`src/rtl/smpl_iter_pkg.sv`:
```
// Shared types and helpers for the 4-lane sample iterator (smpl_iter4).
package smpl_iter_pkg;

  localparam int SIGFIG_C = 24;
  localparam int LANES_C  = 4;

  typedef logic signed [SIGFIG_C-1:0] sample_t;

  typedef enum logic {WAIT, TEST} state_t;

  // One-hot subSample: bit0..bit3 select ss_w_lg2 = 3,2,1,0.
  function automatic logic [31:0] ss_step(input logic [3:0] ss, input int radix);
    int lg2;
    lg2 = 0;
    if (ss[0])      lg2 = 3;
    else if (ss[1]) lg2 = 2;
    else if (ss[2]) lg2 = 1;
    return 32'd1 << (radix - lg2);
  endfunction

endpackage

```
`src/rtl/smpl_iter_lane_gen.sv`:
```
// Combinational lane generator: x position and validity for each lane of a group.
module smpl_iter_lane_gen #(
  parameter int SIGFIG = 24,
  parameter int LANES  = 4,
  parameter int W      = SIGFIG + 3
) (
  input  logic signed [W-1:0]             i_cur_x,
  input  logic signed [W-1:0]             i_cur_y,
  input  logic signed [W-1:0]             i_step,
  input  logic signed [W-1:0]             i_ur_x,
  input  logic signed [W-1:0]             i_ur_y,
  output logic        [LANES-1:0][SIGFIG-1:0] o_x,
  output logic        [LANES-1:0]         o_vld
);

  logic signed [W-1:0] w_x;

  always_comb begin
    w_x   = i_cur_x;
    o_x   = '0;
    o_vld = '0;
    for (int i = 0; i < LANES; i++) begin
      o_x[i]   = w_x[SIGFIG-1:0];
      o_vld[i] = (w_x <= i_ur_x) && (i_cur_y <= i_ur_y);
      w_x      = w_x + i_step;
    end
  end

endmodule

```
`src/rtl/smpl_iter4.sv`:
```
// 4-lane row-major sample iterator over a triangle's snapped bounding box.
// Optional macro SMPL_ITER_LAST_EN adds lastSamp_R14H end-of-triangle marker.
module smpl_iter4
  import smpl_iter_pkg::*;
#(
  parameter int SIGFIG = SIGFIG_C,
  parameter int RADIX  = 10,
  parameter int VERTS  = 3,
  parameter int AXIS   = 3,
  parameter int COLORS = 3,
  parameter int LANES  = LANES_C
) (
  input  logic                                        clk,
  input  logic                                        rst,
  input  logic signed [VERTS-1:0][AXIS-1:0][SIGFIG-1:0] tri_R13S,
  input  logic        [COLORS-1:0][SIGFIG-1:0]        color_R13U,
  input  logic signed [1:0][1:0][SIGFIG-1:0]          box_R13S,
  input  logic                                        validTri_R13H,
  input  logic        [3:0]                           subSample_RnnnnU,
  input  logic                                        halt_ds_RnnnnL,
  output logic                                        halt_RnnnnL,
  output logic signed [VERTS-1:0][AXIS-1:0][SIGFIG-1:0] tri_R14S,
  output logic        [COLORS-1:0][SIGFIG-1:0]        color_R14U,
  output logic signed [1:0][LANES-1:0][SIGFIG-1:0]    sample_R14S,
  output logic        [LANES-1:0]                     validSamp_R14H
`ifdef SMPL_ITER_LAST_EN
  , output logic                                      lastSamp_R14H
`endif
);

  localparam int W = SIGFIG + 3;

  function automatic logic signed [W-1:0] sext(input logic [SIGFIG-1:0] v);
    return {{(W-SIGFIG){v[SIGFIG-1]}}, v};
  endfunction

  state_t r_state, w_state_nxt;
  logic signed [W-1:0] r_cur_x, r_cur_y, r_ll_x, r_ur_x, r_ur_y, r_step;
  logic signed [W-1:0] w_in_llx, w_in_lly, w_in_urx, w_in_ury, w_in_step;
  logic signed [W-1:0] w_cur_x, w_cur_y, w_ll_x, w_ur_x, w_ur_y, w_step, w_stepn;
  logic signed [W-1:0] w_nxt_x, w_nxt_y;
  logic w_run, w_accept, w_active, w_done, w_drop;
  logic [LANES-1:0][SIGFIG-1:0] w_lane_x;
  logic [LANES-1:0]             w_lane_vld;

  assign w_run    = halt_ds_RnnnnL;
  assign w_accept = w_run && (r_state == WAIT) && validTri_R13H;
  assign w_active = w_accept || (w_run && (r_state == TEST));

  assign w_in_llx  = sext(box_R13S[0][0]);
  assign w_in_lly  = sext(box_R13S[0][1]);
  assign w_in_urx  = sext(box_R13S[1][0]);
  assign w_in_ury  = sext(box_R13S[1][1]);
  assign w_in_step = W'(ss_step(subSample_RnnnnU, RADIX));
  assign w_drop    = w_accept && ((w_in_urx < w_in_llx) || (w_in_ury < w_in_lly));

  // The accept cycle computes the first group straight from the incoming box.
  assign w_cur_x = w_accept ? w_in_llx  : r_cur_x;
  assign w_cur_y = w_accept ? w_in_lly  : r_cur_y;
  assign w_ll_x  = w_accept ? w_in_llx  : r_ll_x;
  assign w_ur_x  = w_accept ? w_in_urx  : r_ur_x;
  assign w_ur_y  = w_accept ? w_in_ury  : r_ur_y;
  assign w_step  = w_accept ? w_in_step : r_step;
  assign w_stepn = w_step <<< $clog2(LANES);

  smpl_iter_lane_gen #(.SIGFIG(SIGFIG), .LANES(LANES), .W(W)) u_lane_gen (
    .i_cur_x (w_cur_x),
    .i_cur_y (w_cur_y),
    .i_step  (w_step),
    .i_ur_x  (w_ur_x),
    .i_ur_y  (w_ur_y),
    .o_x     (w_lane_x),
    .o_vld   (w_lane_vld)
  );

  always_comb begin
    w_nxt_x = w_cur_x;
    w_nxt_y = w_cur_y;
    w_done  = 1'b0;
    if (w_cur_x + w_stepn <= w_ur_x) begin
      w_nxt_x = w_cur_x + w_stepn;
    end else if (w_cur_y + w_step <= w_ur_y) begin
      w_nxt_x = w_ll_x;
      w_nxt_y = w_cur_y + w_step;
    end else begin
      w_done = 1'b1;
    end
  end

  always_ff @(posedge clk) begin
    if (rst) r_state <= WAIT;
    else     r_state <= w_state_nxt;
  end

  always_comb begin
    w_state_nxt = r_state;
    case (r_state)
      WAIT:    if (w_accept && !w_done && !w_drop) w_state_nxt = TEST;
      TEST:    if (w_run && w_done) w_state_nxt = WAIT;
      default: w_state_nxt = WAIT;
    endcase
  end

  always_comb begin
    halt_RnnnnL = w_run && (r_state == WAIT);
  end

  always_ff @(posedge clk) begin
    if (w_active) begin
      r_cur_x <= w_nxt_x;
      r_cur_y <= w_nxt_y;
    end
    if (w_accept) begin
      r_ll_x <= w_in_llx;
      r_ur_x <= w_in_urx;
      r_ur_y <= w_in_ury;
      r_step <= w_in_step;
    end
  end

  // R14 output stage
  always_ff @(posedge clk) begin
    if (rst) begin
      tri_R14S       <= '0;
      color_R14U     <= '0;
      sample_R14S    <= '0;
      validSamp_R14H <= '0;
    end else if (w_run) begin
      if (w_accept) begin
        tri_R14S   <= tri_R13S;
        color_R14U <= color_R13U;
      end
      if (w_active) begin
        sample_R14S[0] <= w_lane_x;
        sample_R14S[1] <= {LANES{w_cur_y[SIGFIG-1:0]}};
        validSamp_R14H <= w_lane_vld & ~{LANES{w_drop}};
      end else begin
        validSamp_R14H <= '0;
      end
    end
  end

`ifdef SMPL_ITER_LAST_EN
  always_ff @(posedge clk) begin
    if (rst)        lastSamp_R14H <= 1'b0;
    else if (w_run) lastSamp_R14H <= w_active && (w_done || w_drop);
  end
`endif

endmodule

```
`config.mk`:
```
export PLATFORM = sky130hd
export DESIGN_NAME = smpl_iter4
export DESIGN_NICKNAME = d
export VERILOG_FILES = /design/src/rtl/smpl_iter_pkg.sv /design/src/rtl/smpl_iter_lane_gen.sv /design/src/rtl/smpl_iter4.sv
export SDC_FILE = /design/constraint.sdc
export NUM_CORES = 2
export LEC_CHECK = 0
export BUFFER_PORTS_ARGS = -buffer_cell sky130_fd_sc_hd__buf_2
export CAP_MARGIN = 20
export CORE_AREA = 8 8 337 339
export CTS_BUF_LIST = sky130_fd_sc_hd__clkbuf_8
export DETAILED_ROUTE_END_ITERATION = 12
export DIE_AREA = 0 0 345 347
export GPL_ROUTABILITY_DRIVEN = 0
export GPL_TIMING_DRIVEN = 0
export MAX_ROUTING_LAYER = met4
export PLACE_DENSITY = 0.56
export SYNTH_ARGS = -nofsm -noshare
export SYNTH_HDL_FRONTEND = slang
export SYNTH_HIERARCHICAL = 1
export SYNTH_SLANG_ARGS = --single-unit
```
`constraint.sdc`:
```
create_clock -name clk -period 27.7 [get_ports clk]
set_input_delay 8.31 -clock clk [delete_from_list [all_inputs] [get_ports clk]]
set_output_delay 8.31 -clock clk [all_outputs]
set_load 0.005 [all_outputs]
```
==> results by group <==
Status
  • Status: complete, no violations

CTS
  • Postcts setup bufs: 0
  • CTS hold repair buffers: 0
  • CTS clk-pin slew, worst paths: 60 ps
  • CTS tree: built
  • Post-CTS Resized: 0
  • CTS max path bufs: 3
  • Total clock sinks: 575
  • CTS root buf: clkbuf_8
  • TritonCTS Buffers: roughly 100
  • Worst-Skew Late Latency: between 700 and 800 ps
  • CTS H-tree depth: 3

Placed design
  • Port bufs: 874
  • DP HPWL: 142 mm

Worst setup path
  • Worst Path Required: 28290 ps
  • Slowest-stage cell, CP: nor2b_1
  • Worst endpoint data arrival time: 19610 ps
  • CP most frequent cell: a21oi_1
  • Critical path endpoint category: flip-flop
  • Setup CP Type: in2reg
  • Critical-path maximum fanout: 10
  • Startpoint types: primary input
  • Slowest stage delay, CP: 890 ps

Timing
  • Relative slew slack: 0.205
  • Unrepaired setup endpoints after global routing: false
  • Final setup TNS: 0 ps
  • Layout Skew: ~47 ps
  • Max Clk Rate: 0.0526 GHz
  • Final hold vios: 0
  • Final setup violation count: 0
  • Post-layout minimum cycle time: between 15000 and 20000 ps
  • Final slew viol count: 0
  • Worst slew pin tran: ~1200 ps
  • Tcrit/Tclk final: 0.687
  • Final hold slack: about 450 ps

Floorplan
  • Die Ht: 347 um
  • Die Wd: 345 um
  • Core Box Area: between 100000 and 150000 um2
  • Starting density of the core: 0.305
  • Die area: approximately 120000 um2
  • Top Ports: 877
  • Cell Rows: 121

Power
  • Final Power: around 2.8 mW
  • PwrDens: between 60 and 70 nW/um2
  • Lkg Pwr: ~20 nW
  • VDD IR max: 0.0000396 V

Logic synthesis
  • Post-synthesis async set-or-reset flop share: 0
  • Unique masters post-synth: 73
  • Syn_nets: 4835
  • Synth Warn #: 6
  • Sequential fraction of the synthesis area: 0.366
  • Mapped Avg Cell Area: 8.08 um2
  • Synth Register Bits: 575
  • Synth Flop Type: dfxtp_1
  • Number of synthesized flops with an enable pin: between 50 and 60
  • Mapped Cells: just over 4000
  • Cell Area, Synth: 32900 um2

Routing
  • Final wirelength: 167 mm
  • DRC Markers: 0
  • Violation count after the first detailed-route iteration: 2765
  • Routed len/inst: 25.4 um
  • Total number of vias: ~34000
  • Antenna-violating nets left: 0
  • DR vias/cell: 5.13
  • Pre-Repair DR Iteration Count: 5

Final layout
  • Synth-to-Final Area Change: 25.6%
  • Final core occ: 0.383
  • Most frequent cells in the layout: 1017 x nand2_1, 882 x buf_2, 571 x a21oi_1
  • Filler cells: between 10000 and 15000
  • Nets@finish: about 5800
  • Ratio of cells with drive above 1 in the final layout: 0.232
  • Most common cell after layout, fill and taps aside: nand2_1

Run
  • Max-Cap Viols: 0

Global route
  • Vias in the first global route: 31800
  • First-pass GRT wire length: 232 mm
  • Grt total ovfl: 0
  • GRT Util Overall: 0.271
  • Antenna violations before repair: 45
  • Largest net degree at the start of global routing: 52

Hold path
  • Hold Path Class: reg2reg
logic make-up (layout without fill, tap and decap cells):
family	Yosys count	in the layout	share of synthesized area
DFF	575	575	0.366
AOI/OAI and AO/OA	987	987	0.177
muxes	125	125	0.0395
xor gates and xnor gates	112	112	0.0298
buffers and inverters	509	1573	0.0704
and+or+nand+nor	1399	1399	0.177
other	0	27	0
adders and majority gates	368	368	0.141
metal layers:
layer  GRT usage  vias to the layer above  share of wire
met3      0.0669                      323          0.084
met5           -                        -              0
met1       0.329                    16000           0.42
met2       0.417                     1439           0.44
li1            -                    15900              -
met4       0.136                        0          0.057
stage by stage:
step	instances	setup WS (ps)	cell area [um2]
floorplan	4075	10830	32900
CTS	6553	8770	41300
finish	6580	8680	41400
global placement	6363	7070	39100
global route	6576	7950	41400
detailed placement	6372	7940	39200
final timing paths:
path | slack [ps] | depth (start not counted) | end | startpoint
setup / recovery | 8680 | 41 | validSamp_R14H[3] | halt_ds_RnnnnL
hold reg to reg | 450 | 2 | r_ll_x[26] | r_ll_x[26]
hold / removal | 450 | 2 | r_ll_x[26] | r_ll_x[26]
setup reg to reg | 16020 | 40 | validSamp_R14H[3] | r_state
area by class of cell:
type | count | area [um2] | area share
Antenna cell | 27 | 67.6 | 0.00163
Buffer | 276 | 1450 | 0.0350
Clock buffer | 124 | 1710 | 0.0412
Clock inverter | 57 | 368 | 0.00889
Inverter | 233 | 875 | 0.0211
Multi-Input combinational cell | 2991 | 18600 | 0.449
Sequential cell | 575 | 12100 | 0.291
Tap cell | 1414 | 1770 | 0.0428
Timing Repair Buffer | 883 | 4500 | 0.109
worst max-delay path: cells and delay by family:
kind | cells | cell delay, ps
AOI/OAI and AO/OA | 18 | 4100
buffers and inverters | 5 | 1650
and+or+nand+nor | 11 | 3300
xor gates and xnor gates | 2 | 580
adders and majority gates | 5 | 1640
cell usage after synthesis (4+ instances only):
| cell type | count | share of area |
|---|---|---|
| o21bai_1 | 14 | 0.0032 |
| o2111ai_1 | 4 | 0.0011 |
| a221o_1 | 6 | 0.0018 |
| a211oi_1 | 45 | 0.010 |
| o21ai_0 | 100 | 0.015 |
| buf_1 | 7 | 0.00080 |
| o41ai_1 | 4 | 0.0011 |
| buf_4 | 98 | 0.022 |
| o211ai_1 | 17 | 0.0039 |
| buf_2 | 8 | 0.0012 |
| a21o_1 | 100 | 0.023 |
| fa_1 | 5 | 0.0030 |
| buf_6 | 4 | 0.0014 |
| ha_1 | 363 | 0.14 |
| nor3_1 | 44 | 0.0067 |
| dfxtp_1 | 521 | 0.32 |
| or3_1 | 12 | 0.0023 |
| edfxtp_1 | 54 | 0.049 |
| nor2_1 | 123 | 0.014 |
| xor2_1 | 33 | 0.0088 |
| clkbuf_1 | 158 | 0.018 |
| mux2_2 | 35 | 0.012 |
| nor3b_1 | 8 | 0.0018 |
| o21a_1 | 26 | 0.0059 |
| nand4_1 | 55 | 0.010 |
| o31ai_1 | 10 | 0.0023 |
| and3_1 | 14 | 0.0027 |
| a21oi_1 | 571 | 0.087 |
| o221ai_1 | 5 | 0.0013 |
| nand2b_1 | 23 | 0.0044 |
| o21ai_1 | 9 | 0.0014 |
| nor2b_1 | 20 | 0.0038 |
| a21boi_0 | 9 | 0.0021 |
| a311oi_1 | 4 | 0.0011 |
| nand3_1 | 35 | 0.0053 |
| o22ai_1 | 6 | 0.0011 |
| nand2_1 | 1017 | 0.12 |
| nor4_1 | 8 | 0.0015 |
| mux2i_1 | 89 | 0.027 |
| xnor2_1 | 79 | 0.021 |
| and2_1 | 28 | 0.0053 |
| inv_1 | 232 | 0.026 |
| a31oi_1 | 25 | 0.0047 |
state kept, by name (all words and copies together), names as in the netlist:
register and cells:
tri_R14S 216, sample_R14S 120, color_R14U 72, r_cur_x 27, r_cur_y 27, r_ll_x 27
r_step 27, r_ur_x 27, r_ur_y 27, validSamp_R14H 4, r_state 1
where the power goes:
part	switching (mW)	leakage, nW	internal [mW]
combinational	0.622	14.4	0.400
clock	0.392	1.22	0.441
sequential	0.0391	4.79	0.934
total	1.05	20.4	1.78
Note: power is estimated with default switching activity, not from simulation.
